$ cat src/rtl/branch_predictor_gshare.sv
// rtl/branch_predictor_gshare.sv - BTB plus gshare/bimodal saturating-counter branch predictor
module branch_predictor_gshare #(
  parameter int ENTRIES  = 16,
  parameter int CNT_BITS = 2,
  parameter int GHR_BITS = 4,
  parameter int GSHARE   = 1
) (
  input  logic                clk_i,
  input  logic                rst_i,
  input  logic                flush_i,
  input  logic                lookup_valid_i,
  input  logic [31:0]         pc_i,
  output logic                pred_valid_o,
  output logic                pred_hit_o,
  output logic                pred_taken_o,
  output logic [31:0]         pred_pc_o,
  output logic [GHR_BITS-1:0] pred_ghr_o,
  input  logic                resolve_valid_i,
  input  logic [31:0]         resolve_pc_i,
  input  logic [31:0]         resolve_target_i,
  input  logic                resolve_is_branch_i,
  input  logic                resolve_taken_i,
  input  logic                resolve_pred_taken_i,
  input  logic [31:0]         resolve_pred_pc_i,
  input  logic [GHR_BITS-1:0] resolve_ghr_i,
  output logic                mispredict_o,
  output logic                busy_o
);

  localparam int IDX_BITS = $clog2(ENTRIES);
  localparam int TAG_BITS = 30 - IDX_BITS;
  localparam logic [IDX_BITS-1:0] LAST_IDX = IDX_BITS'(ENTRIES - 1);
  localparam logic [CNT_BITS-1:0] CNT_WEAK_T  = CNT_BITS'(1 << (CNT_BITS - 1));
  localparam logic [CNT_BITS-1:0] CNT_WEAK_NT = CNT_BITS'((1 << (CNT_BITS - 1)) - 1);
  localparam logic [CNT_BITS-1:0] CNT_MAX     = {CNT_BITS{1'b1}};
  localparam logic [CNT_BITS-1:0] CNT_MIN     = '0;

  typedef enum logic {ST_CLEAR, ST_READY} state_t;

  state_t               state_q, state_d;
  logic [IDX_BITS-1:0]  clr_idx_q, clr_idx_d;
  logic [GHR_BITS-1:0]  ghr_q, ghr_d;

  // Table storage; CLEAR initialises valid and counters, tag/target are only
  // meaningful once valid is set.
  logic                 valid_q [ENTRIES];
  logic [TAG_BITS-1:0]  tag_q   [ENTRIES];
  logic [31:0]          tgt_q   [ENTRIES];
  logic [CNT_BITS-1:0]  cnt_q   [ENTRIES];

  // Lookup-side decode
  logic [IDX_BITS-1:0]  lk_idx;
  logic [TAG_BITS-1:0]  lk_tag;
  logic [IDX_BITS-1:0]  lk_ghr_ext;
  logic [IDX_BITS-1:0]  lk_cidx;
  logic                 lk_hit;
  logic                 lk_taken;

  // Resolve-side decode
  logic [IDX_BITS-1:0]  rs_idx;
  logic [TAG_BITS-1:0]  rs_tag;
  logic [IDX_BITS-1:0]  rs_ghr_ext;
  logic [IDX_BITS-1:0]  rs_cidx;
  logic                 rs_hit;
  logic [CNT_BITS-1:0]  rs_cnt;
  logic [CNT_BITS-1:0]  rs_cnt_next;

  logic                 restart;
  logic                 upd_en;
  logic                 br_upd;
  logic                 hit_upd;
  logic                 alloc_upd;
  logic                 inval_upd;
  logic                 unused_bits;

  assign restart     = rst_i | flush_i;
  assign unused_bits = ^{pc_i[1:0], resolve_pc_i[1:0]};

  // Lookup index/tag extraction and the history-hashed counter index
  always_comb begin
    lk_idx = pc_i[IDX_BITS+1:2];
    lk_tag = pc_i[31:IDX_BITS+2];
    lk_ghr_ext = '0;
    lk_ghr_ext[GHR_BITS-1:0] = ghr_q;
    lk_cidx  = (GSHARE != 0) ? (lk_idx ^ lk_ghr_ext) : lk_idx;
    lk_hit   = valid_q[lk_idx] && (tag_q[lk_idx] == lk_tag);
    lk_taken = lk_hit && cnt_q[lk_cidx][CNT_BITS-1];
  end

  // Resolve decode; the counter index uses the history carried with the
  // instruction so training lands on the counter that made the prediction
  always_comb begin
    rs_idx = resolve_pc_i[IDX_BITS+1:2];
    rs_tag = resolve_pc_i[31:IDX_BITS+2];
    rs_ghr_ext = '0;
    rs_ghr_ext[GHR_BITS-1:0] = resolve_ghr_i;
    rs_cidx = (GSHARE != 0) ? (rs_idx ^ rs_ghr_ext) : rs_idx;
    rs_hit  = valid_q[rs_idx] && (tag_q[rs_idx] == rs_tag);
    rs_cnt  = cnt_q[rs_cidx];
    rs_cnt_next = rs_cnt;
    if (resolve_taken_i) begin
      if (rs_cnt != CNT_MAX) rs_cnt_next = rs_cnt + CNT_BITS'(1);
    end else begin
      if (rs_cnt != CNT_MIN) rs_cnt_next = rs_cnt - CNT_BITS'(1);
    end
  end

  // Update qualification: training is suppressed while the table is clearing
  always_comb begin
    upd_en    = resolve_valid_i && (state_q == ST_READY) && !restart;
    br_upd    = upd_en && resolve_is_branch_i;
    hit_upd   = br_upd && rs_hit;
    alloc_upd = br_upd && !rs_hit && resolve_taken_i;
    inval_upd = upd_en && !resolve_is_branch_i && resolve_pred_taken_i;
  end

  // Combinational mispredict flag, independent of the FSM state
  always_comb begin
    mispredict_o = resolve_valid_i &&
                   ((resolve_taken_i != resolve_pred_taken_i) ||
                    (resolve_taken_i && (resolve_pred_pc_i != resolve_target_i)) ||
                    (!resolve_is_branch_i && resolve_pred_taken_i));
  end

  // FSM state register with clear-index counter
  always_ff @(posedge clk_i) begin
    if (restart) begin
      state_q   <= ST_CLEAR;
      clr_idx_q <= '0;
    end else begin
      state_q   <= state_d;
      clr_idx_q <= clr_idx_d;
    end
  end

  // FSM next state: CLEAR walks every entry once, then READY
  always_comb begin
    state_d   = state_q;
    clr_idx_d = clr_idx_q;
    case (state_q)
      ST_CLEAR: begin
        clr_idx_d = clr_idx_q + IDX_BITS'(1);
        if (clr_idx_q == LAST_IDX) begin
          state_d   = ST_READY;
          clr_idx_d = '0;
        end
      end
      ST_READY: begin
        state_d = ST_READY;
      end
      default: begin
        state_d = ST_CLEAR;
      end
    endcase
  end

  // FSM outputs
  always_comb begin
    busy_o = (state_q == ST_CLEAR);
  end

  // Non-speculative global history: shifts only on resolved branches
  always_comb begin
    ghr_d = ghr_q;
    if (br_upd) ghr_d = GHR_BITS'({ghr_q, resolve_taken_i});
  end

  // History register
  always_ff @(posedge clk_i) begin
    if (restart) ghr_q <= '0;
    else         ghr_q <= ghr_d;
  end

  // Table writes: clearing sweep, or training/allocation/invalidation when ready
  always_ff @(posedge clk_i) begin
    if (!restart) begin
      if (state_q == ST_CLEAR) begin
        valid_q[clr_idx_q] <= 1'b0;
        cnt_q[clr_idx_q]   <= CNT_WEAK_NT;
      end else begin
        if (hit_upd) begin
          cnt_q[rs_cidx] <= rs_cnt_next;
          if (resolve_taken_i) tgt_q[rs_idx] <= resolve_target_i;
        end
        if (alloc_upd) begin
          valid_q[rs_idx] <= 1'b1;
          tag_q[rs_idx]   <= rs_tag;
          tgt_q[rs_idx]   <= resolve_target_i;
          cnt_q[rs_cidx]  <= CNT_WEAK_T;
        end
        if (inval_upd) valid_q[rs_idx] <= 1'b0;
      end
    end
  end

  // Registered lookup result; reads pre-update table contents, holds when idle
  always_ff @(posedge clk_i) begin
    if (restart) begin
      pred_valid_o <= 1'b0;
      pred_hit_o   <= 1'b0;
      pred_taken_o <= 1'b0;
      pred_pc_o    <= '0;
      pred_ghr_o   <= '0;
    end else if (lookup_valid_i) begin
      pred_valid_o <= 1'b1;
      pred_ghr_o   <= ghr_q;
      if (state_q == ST_READY) begin
        pred_hit_o   <= lk_hit;
        pred_taken_o <= lk_taken;
        pred_pc_o    <= lk_hit ? tgt_q[lk_idx] : 32'h0;
      end else begin
        pred_hit_o   <= 1'b0;
        pred_taken_o <= 1'b0;
        pred_pc_o    <= 32'h0;
      end
    end else begin
      pred_valid_o <= 1'b0;
    end
  end

endmodule

$ cat config.mk
export PLATFORM = sky130hd
export DESIGN_NAME = branch_predictor_gshare
export DESIGN_NICKNAME = d
export VERILOG_FILES = /design/src/rtl/branch_predictor_gshare.sv
export SDC_FILE = /design/constraint.sdc
export NUM_CORES = 1
export LEC_CHECK = 0
export CAP_MARGIN = 20
export CORE_ASPECT_RATIO = 0.6
export CORE_MARGIN = 8
export CORE_UTILIZATION = 30
export DETAILED_ROUTE_END_ITERATION = 8
export HOLD_SLACK_MARGIN = 0.12
export PLACE_DENSITY = 0.52
export SYNTH_ARGS = -nofsm -noshare
export SYNTH_HDL_FRONTEND = slang
export SYNTH_SLANG_ARGS = --single-unit
$ cat constraint.sdc
create_clock -name clk_i -period 4.15 [get_ports clk_i]
set_clock_uncertainty 0.05 [all_clocks]
set_input_delay 0.6225 -clock clk_i [delete_from_list [all_inputs] [get_ports clk_i]]
set_output_delay 0.6225 -clock clk_i [all_outputs]
set_load 0.005 [all_outputs]
==> results of run 1 <==
==> cell type report <==
class	instances	area (um2)	share of cell area, %
Multi-Input combinational cell	1051	13400	24.8
Tap cell	1942	2430	4.48
Inverter	45	169	0.311
Timing Repair Buffer	441	4770	8.80
Clock buffer	131	2680	4.94
Antenna cell	2	5.00	0.00923
Clock inverter	54	460	0.849
Sequential cell	1024	30300	55.8
==> repair_timing <==
| action | CTS | global route |
|---|---|---|
| resized for setup | 0 | 1 |
| endpoints found under the hold margin | 0 | 0 |
| endpoints found under the setup margin | 0 | 1 |
==> flip-flops by register name (all words and copies together) (netlist names), 4 cells and up <==
signal / cells
pred_pc_o: 32
clr_idx_q: 4
ghr_q: 4
pred_ghr_o: 4
tgt_q: 512
cnt_q: 32
tag_q: 416
valid_q: 16
==> per-layer routing <==
layer	track usage (%)	vias up
met4	3.09	4
li1	-	10200
met2	24.6	939
met1	23.6	13200
met5	0	-
met3	4.33	166
==> where the power goes <==
part	internal [mW]	leakage [nW]	switching [mW]	total [mW]
Clock	4.72	1.52	4.02	8.75
Sequential	11.3	9.26	0.00332	11.3
Combinational	0.787	6.76	0.950	1.74
==> logic make-up after synthesis <==
logic type	Yosys count	share of synthesized area, %
flip-flops	1024	68.3
XOR/XNOR	94	1.86
AND/OR/NAND/NOR	273	2.91
AO/OA/AOI/OAI	187	3.00
multiplexers	496	22.0
adder cells (fa/ha/maj)	1	0.0282
buffers and inverters	180	1.96
==> worst min-delay path: stages, from the launching register on <==
cell,delay [ns]
dfxtp_1,0.31
nand2_1,0.05
nand2_1,0.05
==> worst min-delay path by stage <==
| stage | start | cells after the start | end |
|---|---|---|---|
| after detailed placement | pred_hit_o | 2 | pred_hit_o |
| after floorplan | pred_hit_o | 2 | pred_hit_o |
| final | pred_hit_o | 2 | pred_hit_o |
| after global placement | pred_hit_o | 2 | pred_hit_o |
| after global routing | pred_hit_o | 2 | pred_hit_o |
| after CTS | pred_hit_o | 2 | pred_hit_o |
==> per-stage QoR <==
step,utilization [%],setup WS (ns),std cells,area [um2],hold slack [ns]
floorplan,-,-0.264,2255,44300,0.389
global placement,34.7,-0.415,4503,51100,0.381
detailed placement,34.7,-0.418,4503,51100,0.386
CTS,36.9,0.214,4688,54200,0.395
global route,36.9,0.0386,4689,54200,0.410
finish,36.9,0.194,4690,54200,0.401
==> placed cells by master, fill, tap and decap left out, types with 13 or more instances in the layout <==
| cell | n |
|---|---|
| a22oi_1 | 13 |
| nand2_1 | 91 |
| clkbuf_16 | 101 |
| a21oi_1 | 20 |
| clkdlybuf4s50_1 | 168 |
| nor2_1 | 51 |
| clkinv_1 | 22 |
| edfxtp_1 | 976 |
| inv_1 | 43 |
| dfxtp_1 | 48 |
| o21ai_0 | 46 |
| nor2_4 | 33 |
| buf_12 | 81 |
| xnor2_1 | 44 |
| buf_4 | 185 |
| clkbuf_1 | 26 |
| clkinv_2 | 15 |
| xor2_1 | 50 |
| a22o_1 | 18 |
| nand3_1 | 14 |
| mux2i_1 | 105 |
| mux4_2 | 375 |
==> metrics.md, run 1 <==
| Metric | Value |
|---|---|
| Status | completed |
| Reg clk slew, reported paths | roughly 0.06 ns |
| Ys async rst share | 0% |
| Via count | approximately 25000 |
| Hold-fix buffers at CTS | 0 |
| Max Fclk | 253 MHz |
| Max_slew headroom | roughly 33% |
| Top cells by area, synth | edfxtp_1, mux4_2, mux2i_1 |
| WL final | approximately 130 mm |
| Nets | 2804 |
| RSZ-0062 raised after global routing | false |
| Syn avg cell area | 19.7 um2 |
| CTS tree | done |
| Crit path DAT | around 4.3 ns |
| Mapped Cells | 2255 |
| Crit-path max cell delay | ~0.66 ns |
| CP delay by family, top | buffers and inverters |
| WL met3 | 11.2 mm |
| Nature of the critical path endpoint | register |
| Worst path slowest cell | xor2_1 |
| Post-synth top area share | about two thirds |
| FF-to-FF setup slack | 0.28 ns |
| CTS Root Cell | clkbuf_16 |
| Initial Utilization | between 30% and 40% |
| Library cells used by synthesis | 66 |
| Cells along the critical path | buf_6, buf_12, mux4_2, xor2_1, a221oi_1, buf_4, nand2_1, a31oi_1, a41o_1, nand4b_4, nand3_1, buf_12, nor2_4, buf_12 |
| Yosys warns | 0 |
| TritonRoute pass-1 iters | 6 |
| Maxcap violations | 0 |
| Total GRT Usage | 16.2% |
| First-pass GRT wire length | approximately 190 mm |
| Synth cell count leaders | edfxtp_1, mux4_2, mux2i_1 |
| Largest net degree at the start of global routing | 109 |
| Antenna violations before repair | 6 |
| Reg2reg start | tag_q[15][25] |
| CP Class | in2reg |
| Setup TNS | 0 ns |
| Die Width | 512 um |
| Crit path from | resolve_pc_i[2] |
| Top Layer Used | met5 |
| Detailed placement HPWL | ~88 mm |
| Full die area | about 160000 um2 |
| Synth area leader | edfxtp_1 |
| Worst Setup EP | tag_q[12][24] |
| CORE AREA | between 100000 and 150000 um2 |
| Yosys reg bits | a little over 1000 |
| Crit path buffers/inverters | 5 |
| Max VDD drop | between 0.3 and 0.4 mV |
| WP data required | roughly 4.5 ns |
| GR Overflow Total | 0 |
| Wire per inst | 28.6 um |
| Fin crit share | 95.3% |
| Worst-path maximum fanout | 21 |
| Met2 wire length | 60.1 mm |
| FILL cells | around 13000 |
| Reg-to-reg critical path endpoint | tag_q[12][24] |
| DR vias/cell | around 5.2 |
| Die Y | ~310 um |
| EDFF count, synth | around 980 |
| Seq/Total Area, Yosys | between 60% and 70% |
| Final Hold Fails | 0 |
| ANT nets after route | 0 |
| Post-CTS setup repair buffer count | 0 |
| Clock latency at the later pin of the worst-skew pair | around 0.73 ns |
| DRC | 0 |
| Clock Sinks | roughly 1000 |
| Pwr Density | about 400 nW/um2 |
| Final setup violation count | 0 |
| Met1 wire length | 60.3 mm |
| PortBufs | 176 |
| CP Launch Type | input port |
| Tmin final | roughly 4.0 ns |
| Leakage Power | around 18 nW |
| Max Transition Viols Final | 0 |
| Post-synthesis cell area | 44300 um2 |
| Predominant post-synthesis flop cell | edfxtp_1 |
| Row Count | 109 |
| Routability cong. | ~0.9 |
| Area growth, synth to finish | 22.3% |
| Count leader, synth | edfxtp_1 |
| Synth Net Count | roughly 2400 |
| Clock tree buffer depth | 3 |
| # IOs | between 150 and 200 |
| H-tree Lvls | 3 |
| Total chip power | about 22 mW |
| CTS Buf Count | 100 |
| Worst min path class | reg2reg |
| Critical Path Stages | 14 |
| Layout cell share with drive strength beyond 1 | ~31% |
| Starting DRT DRC Count | ~2700 |
| Worst-Margin Slew | between 1 and 1.5 ns |
| Critical path's most frequent cell | buf_12 |
| Worst Reg-to-Reg Cells | 12 |
| Number of global-route vias before repair | 25400 |
(Power assumes the default switching activity.)
==> run 2, diff against run 1 <==
--- a/config.mk
+++ b/config.mk
@@ -7,7 +7,7 @@
 export LEC_CHECK = 0
 export CAP_MARGIN = 20
 export CORE_ASPECT_RATIO = 0.6
-export CORE_MARGIN = 8
+export CORE_MARGIN = 10
 export CORE_UTILIZATION = 30
 export DETAILED_ROUTE_END_ITERATION = 8
 export HOLD_SLACK_MARGIN = 0.12
==> metrics.md, run 2 (synthesized netlist as in run 1, its figures left out) <==
| Metric | Value |
|---|---|
| Status | completed |
| DP Worst Slack | -0.278 ns |
| Nets | between 2000 and 3000 |
| Leakage Power | roughly 18 nW |
| Net Sw Power | roughly 5.1 mW |
| Clock power frac | a little over two fifths |
| Post-route insts no fill | 4714 |
| Maxcap violations | 0 |
| CTS tree | done |
| Reg clk slew, reported paths | about 0.06 ns |
| Full die area | 164000 um2 |
| Layout cell share with drive strength beyond 1 | roughly a third |
| Detailed placement HPWL | 90.9 mm |
| Nature of the critical path endpoint | register |
| Die Y | between 300 and 400 um |
| CTS Root Cell | clkbuf_16 |
| Pwr Density | slightly above 400 nW/um2 |
| Setup TNS | 0 ns |
| Max Fclk | approximately 260 MHz |
| Number of global-route vias before repair | roughly 25000 |
| WL final | roughly 130 mm |
| Comb power frac | 7.9% |
| Clock Sinks | approximately 1000 |
| Final non-filler cell area | roughly 55000 um2 |
| FILL cells | about 13000 |
| Total GRT Usage | 16.0% |
| CP delay by family, top | XOR/XNOR gates |
| Final Hold Fails | 0 |
| Worst-Margin Slew | ~1.0 ns |
| Largest net degree at the start of global routing | roughly 130 |
| Part of the power in registers | 50.4% |
| Commonest non-fill, non-tap cell in the layout | edfxtp_1 |
| Final setup violation count | 0 |
| WP data required | roughly 4.5 ns |
| CP Class | reg2reg |
| Critical path's most frequent cell | buf_12 |
| Clock tree buffer depth | 3 |
| Crit path DAT | ~4.2 ns |
| Net Sw Frac | around 23% |
| Crit-path max cell delay | 0.83 ns |
| Biggest regs | tgt_q: 512 flops, tag_q: 416 flops |
| Dpl cell area | between 50000 and 60000 um2 |
| Max VDD drop | approximately 0.38 mV |
| GR Overflow Total | 0 |
| Cells along the critical path | mux4_2, xor2_1, a221oi_1, nand2_1, a31oi_1, a41o_1, nand4b_4, nand3_1, buf_12, nor2_4, buf_12 |
| Routability cong. | 0.881 |
| Area growth, synth to finish | 23.7% |
| Via count | 24800 |
| Starting DRT DRC Count | around 2700 |
| Max Transition Viols Final | 0 |
| CP Launch Type | register |
| TritonRoute pass-1 iters | 5 |
| Most frequent cells in the layout | edfxtp_1, mux4_2, buf_4 |
| Largest reg by FF count | tgt_q |
| Post-CTS setup repair buffer count | 0 |
| Crit path buffers/inverters | 2 |
| Die Width | ~520 um |
| Max_slew headroom | a little under a third |
| Inst Count DP | ~4500 |
| Pint | 17.3 mW |
| Wire per inst | 28.5 um |
| DR vias/cell | about 5.3 |
| Final WS setup | roughly 0.27 ns |
| Worst min path class | reg2reg |
| PortBufs | roughly 180 |
| RSZ-0062 raised after global routing | false |
| Worst-path maximum fanout | 10 |
| Total chip power | 22.4 mW |
| Largest register FFs | a little over 500 |
| CORE AREA | 147000 um2 |
| # IOs | approximately 180 |
| Tmin final | between 3 and 4 ns |
| Row Count | 109 |
| DRC | 0 |
| Post_cts resized | 0 |
| ANT nets after route | 0 |
| Clock latency at the later pin of the worst-skew pair | roughly 0.72 ns |
| Fin crit share | approximately 94% |
| CTS Buf Count | approximately 100 |
| First-pass GRT wire length | 191 mm |
| Worst path slowest cell | xor2_1 |
| Initial Utilization | between 30 and 40% |
| H-tree Lvls | 3 |
| Hold-fix buffers at CTS | 0 |
| Antenna violations before repair | 7 |
==> run 2: layout make-up <==
type / instances / area (um2) / area share, %
Antenna cell: 3 / 7.51 / 0.0137
Clock buffer: 127 / 2700 / 4.92
Clock inverter: 62 / 712 / 1.30
Inverter: 45 / 169 / 0.308
Multi-Input combinational cell: 1051 / 13400 / 24.5
Sequential cell: 1024 / 30300 / 55.2
Tap cell: 1942 / 2430 / 4.43
Timing Repair Buffer: 460 / 5100 / 9.30
==> run 2: final timing paths <==
| check | start | endpoint | slack [ns] | cells after the start |
|---|---|---|---|---|
| setup / recovery | tag_q[13][25] | tag_q[13][24] | 0.27 | 11 |
| hold / removal | pred_hit_o | pred_hit_o | 0.40 | 2 |
| setup reg to reg | tag_q[13][25] | tag_q[13][24] | 0.27 | 11 |
| hold reg to reg | pred_hit_o | pred_hit_o | 0.40 | 2 |
==> run 2: through the flow <==
| step | util [%] | hold slack (ns) |
|---|---|---|
| after floorplan | - | 0.389 |
| after global placement | 35.0 | 0.382 |
| after detailed placement | 35.0 | 0.393 |
| after CTS | 37.3 | 0.402 |
| after global routing | 37.3 | 0.414 |
| final | 37.3 | 0.401 |
==> run 2: power by group through the flow <==
stage	registers [mW]	clock network (mW)	logic [mW]
finish	11.3	9.34	1.76
global route	11.3	10.0	1.88
global placement	11.5	0	1.74
detailed placement	11.5	0	1.76
CTS	11.3	9.58	1.77
floorplan	11.5	0	0.872
==> run 2: metal layers <==
| layer | GRT usage, % | share of wire [%] | vias to the layer above |
|---|---|---|---|
| li1 | - | - | 10300 |
| met1 | 23.6 | 45 | 13300 |
| met2 | 23.1 | 43 | 1048 |
| met3 | 4.66 | 9.3 | 183 |
| met4 | 3.83 | 2.3 | 6 |
| met5 | 0.774 | 0.14 | - |
==> run 2: worst register-to-register path, stage by stage, from the launching register on <==
cell	delay (ns)
edfxtp_1	0.40
mux4_2	0.49
xor2_1	0.83
a221oi_1	0.24
nand2_1	0.12
a31oi_1	0.05
a41o_1	0.31
nand4b_4	0.24
nand3_1	0.17
buf_12	0.19
nor2_4	0.27
buf_12	0.22
==> run 3, diff against run 2 <==
--- a/config.mk
+++ b/config.mk
@@ -9,6 +9,7 @@
 export CORE_ASPECT_RATIO = 0.6
 export CORE_MARGIN = 10
 export CORE_UTILIZATION = 30
+export CTS_CLUSTER_SIZE = 12
 export DETAILED_ROUTE_END_ITERATION = 8
 export HOLD_SLACK_MARGIN = 0.12
 export PLACE_DENSITY = 0.52
==> metrics.md, run 3 (synthesized netlist as in run 1, its figures left out) <==
| Metric | Value |
|---|---|
| CP delay by family, top | simple AND/OR/NAND/NOR gates |
| Area growth, synth to finish | 23.3% |
| Post_cts resized | 0 |
| First-pass GRT wire length | 191 mm |
| Met3 GRT Util | 5.10% |
| Reg2reg start | tag_q[13][25] |
| Wire per inst | 28.5 um |
| Reg clk slew, reported paths | ~0.05 ns |
| Nature of the critical path endpoint | register |
| WHS | 0.399 ns |
| Row Count | about 110 |
| CP Launch Type | register |
| Post-route insts no fill | between 4000 and 5000 |
| Full die area | between 150000 and 200000 um2 |
| Status | completed |
| H-tree Lvls | 3 |
| Clock latency at the later pin of the worst-skew pair | ~0.74 ns |
| DR vias/cell | about 5.2 |
| Crit-path max cell delay | between 0.7 and 0.8 ns |
| Layout cell share with drive strength beyond 1 | a little under a third |
| CORE AREA | between 100000 and 150000 um2 |
| DRC | 0 |
| Worst min path class | reg2reg |
| Cells along the critical path | mux4_2, xor2_1, a221oi_1, nand2_1, a31oi_1, a41o_1, nand4b_4, nand3_1, buf_12, nor2_4, buf_12 |
| Most frequent cells in the layout | edfxtp_1, mux4_2, buf_4 |
| # IOs | around 180 |
| Max Fclk | ~260 MHz |
| Total GRT Usage | ~16% |
| GR Overflow Total | 0 |
| Worst-Margin Slew | roughly 1 ns |
| Clock tree buffer depth | 3 |
| WL final | around 130 mm |
| Biggest regs | tgt_q: 512 flops, tag_q: 416 flops |
| Hold-fix buffers at CTS | 0 |
| Number of global-route vias before repair | between 20000 and 30000 |
| Starting DRT DRC Count | about 2700 |
| RSZ-0062 raised after global routing | false |
| Die Width | just over 500 um |
| Crit path from | tag_q[13][25] |
| CTS Root Cell | clkbuf_16 |
| Commonest non-fill, non-tap cell in the layout | edfxtp_1 |
| Post-CTS setup repair buffer count | 0 |
| CTS Buf Count | 104 |
| Antenna violations before repair | 6 |
| Final Hold Fails | 0 |
| Crit path DAT | between 4 and 5 ns |
| Max_slew headroom | approximately a third |
| Busiest grt layer | met1 |
| Inst Count DP | 4522 |
| Worst path slowest cell | xor2_1 |
| Grt met1 use | a little under a quarter |
| Total chip power | 22.0 mW |
| ANT nets after route | 0 |
| Hold Startpoint | pred_hit_o |
| Detailed placement HPWL | roughly 91 mm |
| Leakage Power | 17.7 nW |
| Largest net degree at the start of global routing | 129 |
| PortBufs | 176 |
| Largest reg by FF count | tgt_q |
| Largest register FFs | 512 |
| Die Y | 318 um |
| Initial Utilization | ~30% |
| Max VDD drop | ~0.32 mV |
| Via count | between 20000 and 25000 |
| Tmin final | approximately 3.8 ns |
| Pwr Density | around 400 nW/um2 |
| Global Route met2 Usage | 23.1% |
| Final non-filler cell area | between 50000 and 60000 um2 |
| CTS tree | done |
| Nets | between 2000 and 3000 |
| Dpl cell area | 51400 um2 |
| Worst-path maximum fanout | 10 |
| WP data required | 4.50 ns |
| Final setup violation count | 0 |
| Routability cong. | 0.881 |
| Clock Sinks | between 1000 and 1500 |
| CP Class | reg2reg |
| Maxcap violations | 0 |
| Crit path buffers/inverters | 2 |
| Critical path's most frequent cell | buf_12 |
| TritonRoute pass-1 iters | 6 |
| Max Transition Viols Final | 0 |
| Fin crit share | roughly 90% |
-- run 3: cell count changes in the layout (fill, tap and decap cells not counted), moves of 2 or more --
cell / delta
bufinv_16: -7
clkbuf_1: +19
clkbuf_16: +3
clkbuf_8: +4
clkinv_1: -6
clkinv_2: -7
clkinv_4: -4
clkinvlp_4: -2
inv_6: -2
-- run 3: layout make-up --
type                            instances  area (um2)
Clock inverter                         32         339
Sequential cell                      1024       30300
Clock buffer                          153        2900
Antenna cell                            2        5.00
Inverter                               45         169
Multi-Input combinational cell       1051       13400
Timing Repair Buffer                  460        5100
Fill cell                           13300       92400
Tap cell                             1942        2430
-- run 3: per-layer routing --
metal / up-vias / wire, um
li1: 10300 / -
met1: 13200 / 60800
met2: 1004 / 58200
met3: 164 / 12300
met4: 4 / 2720
met5: - / 15
-- run 3: worst reg2reg max path, delay by kind of cell (launching register included) --
family | cells | cell delay, ns
XOR/XNOR | 1 | 0.77
AND/OR/NAND/NOR | 4 | 0.81
buffers and inverters | 2 | 0.40
flip-flops | 1 | 0.40
AO/OA/AOI/OAI | 3 | 0.60
multiplexers | 1 | 0.49
-- run 3: power by group --
group          internal (mW)  switching [mW]
sequential              11.3         0.00331
clock                   4.98            3.99
combinational          0.801           0.963
-- run 3: worst paths after layout --
check        cells after the start             to  slack (ns)
max                             11  tag_q[12][25]        0.33
max reg2reg                     11  tag_q[12][25]        0.33
min reg2reg                      2     pred_hit_o        0.40
min                              2     pred_hit_o        0.40
-- run 3: per-stage QoR --
step	TNS, ns	util, %	setup slack, ns
floorplan	-66.92	-	-0.264
global placement	-39.00	35.0	-0.142
detailed placement	-95.92	35.0	-0.278
CTS	0	37.2	0.379
global route	0	37.2	0.133
finish	0	37.2	0.328
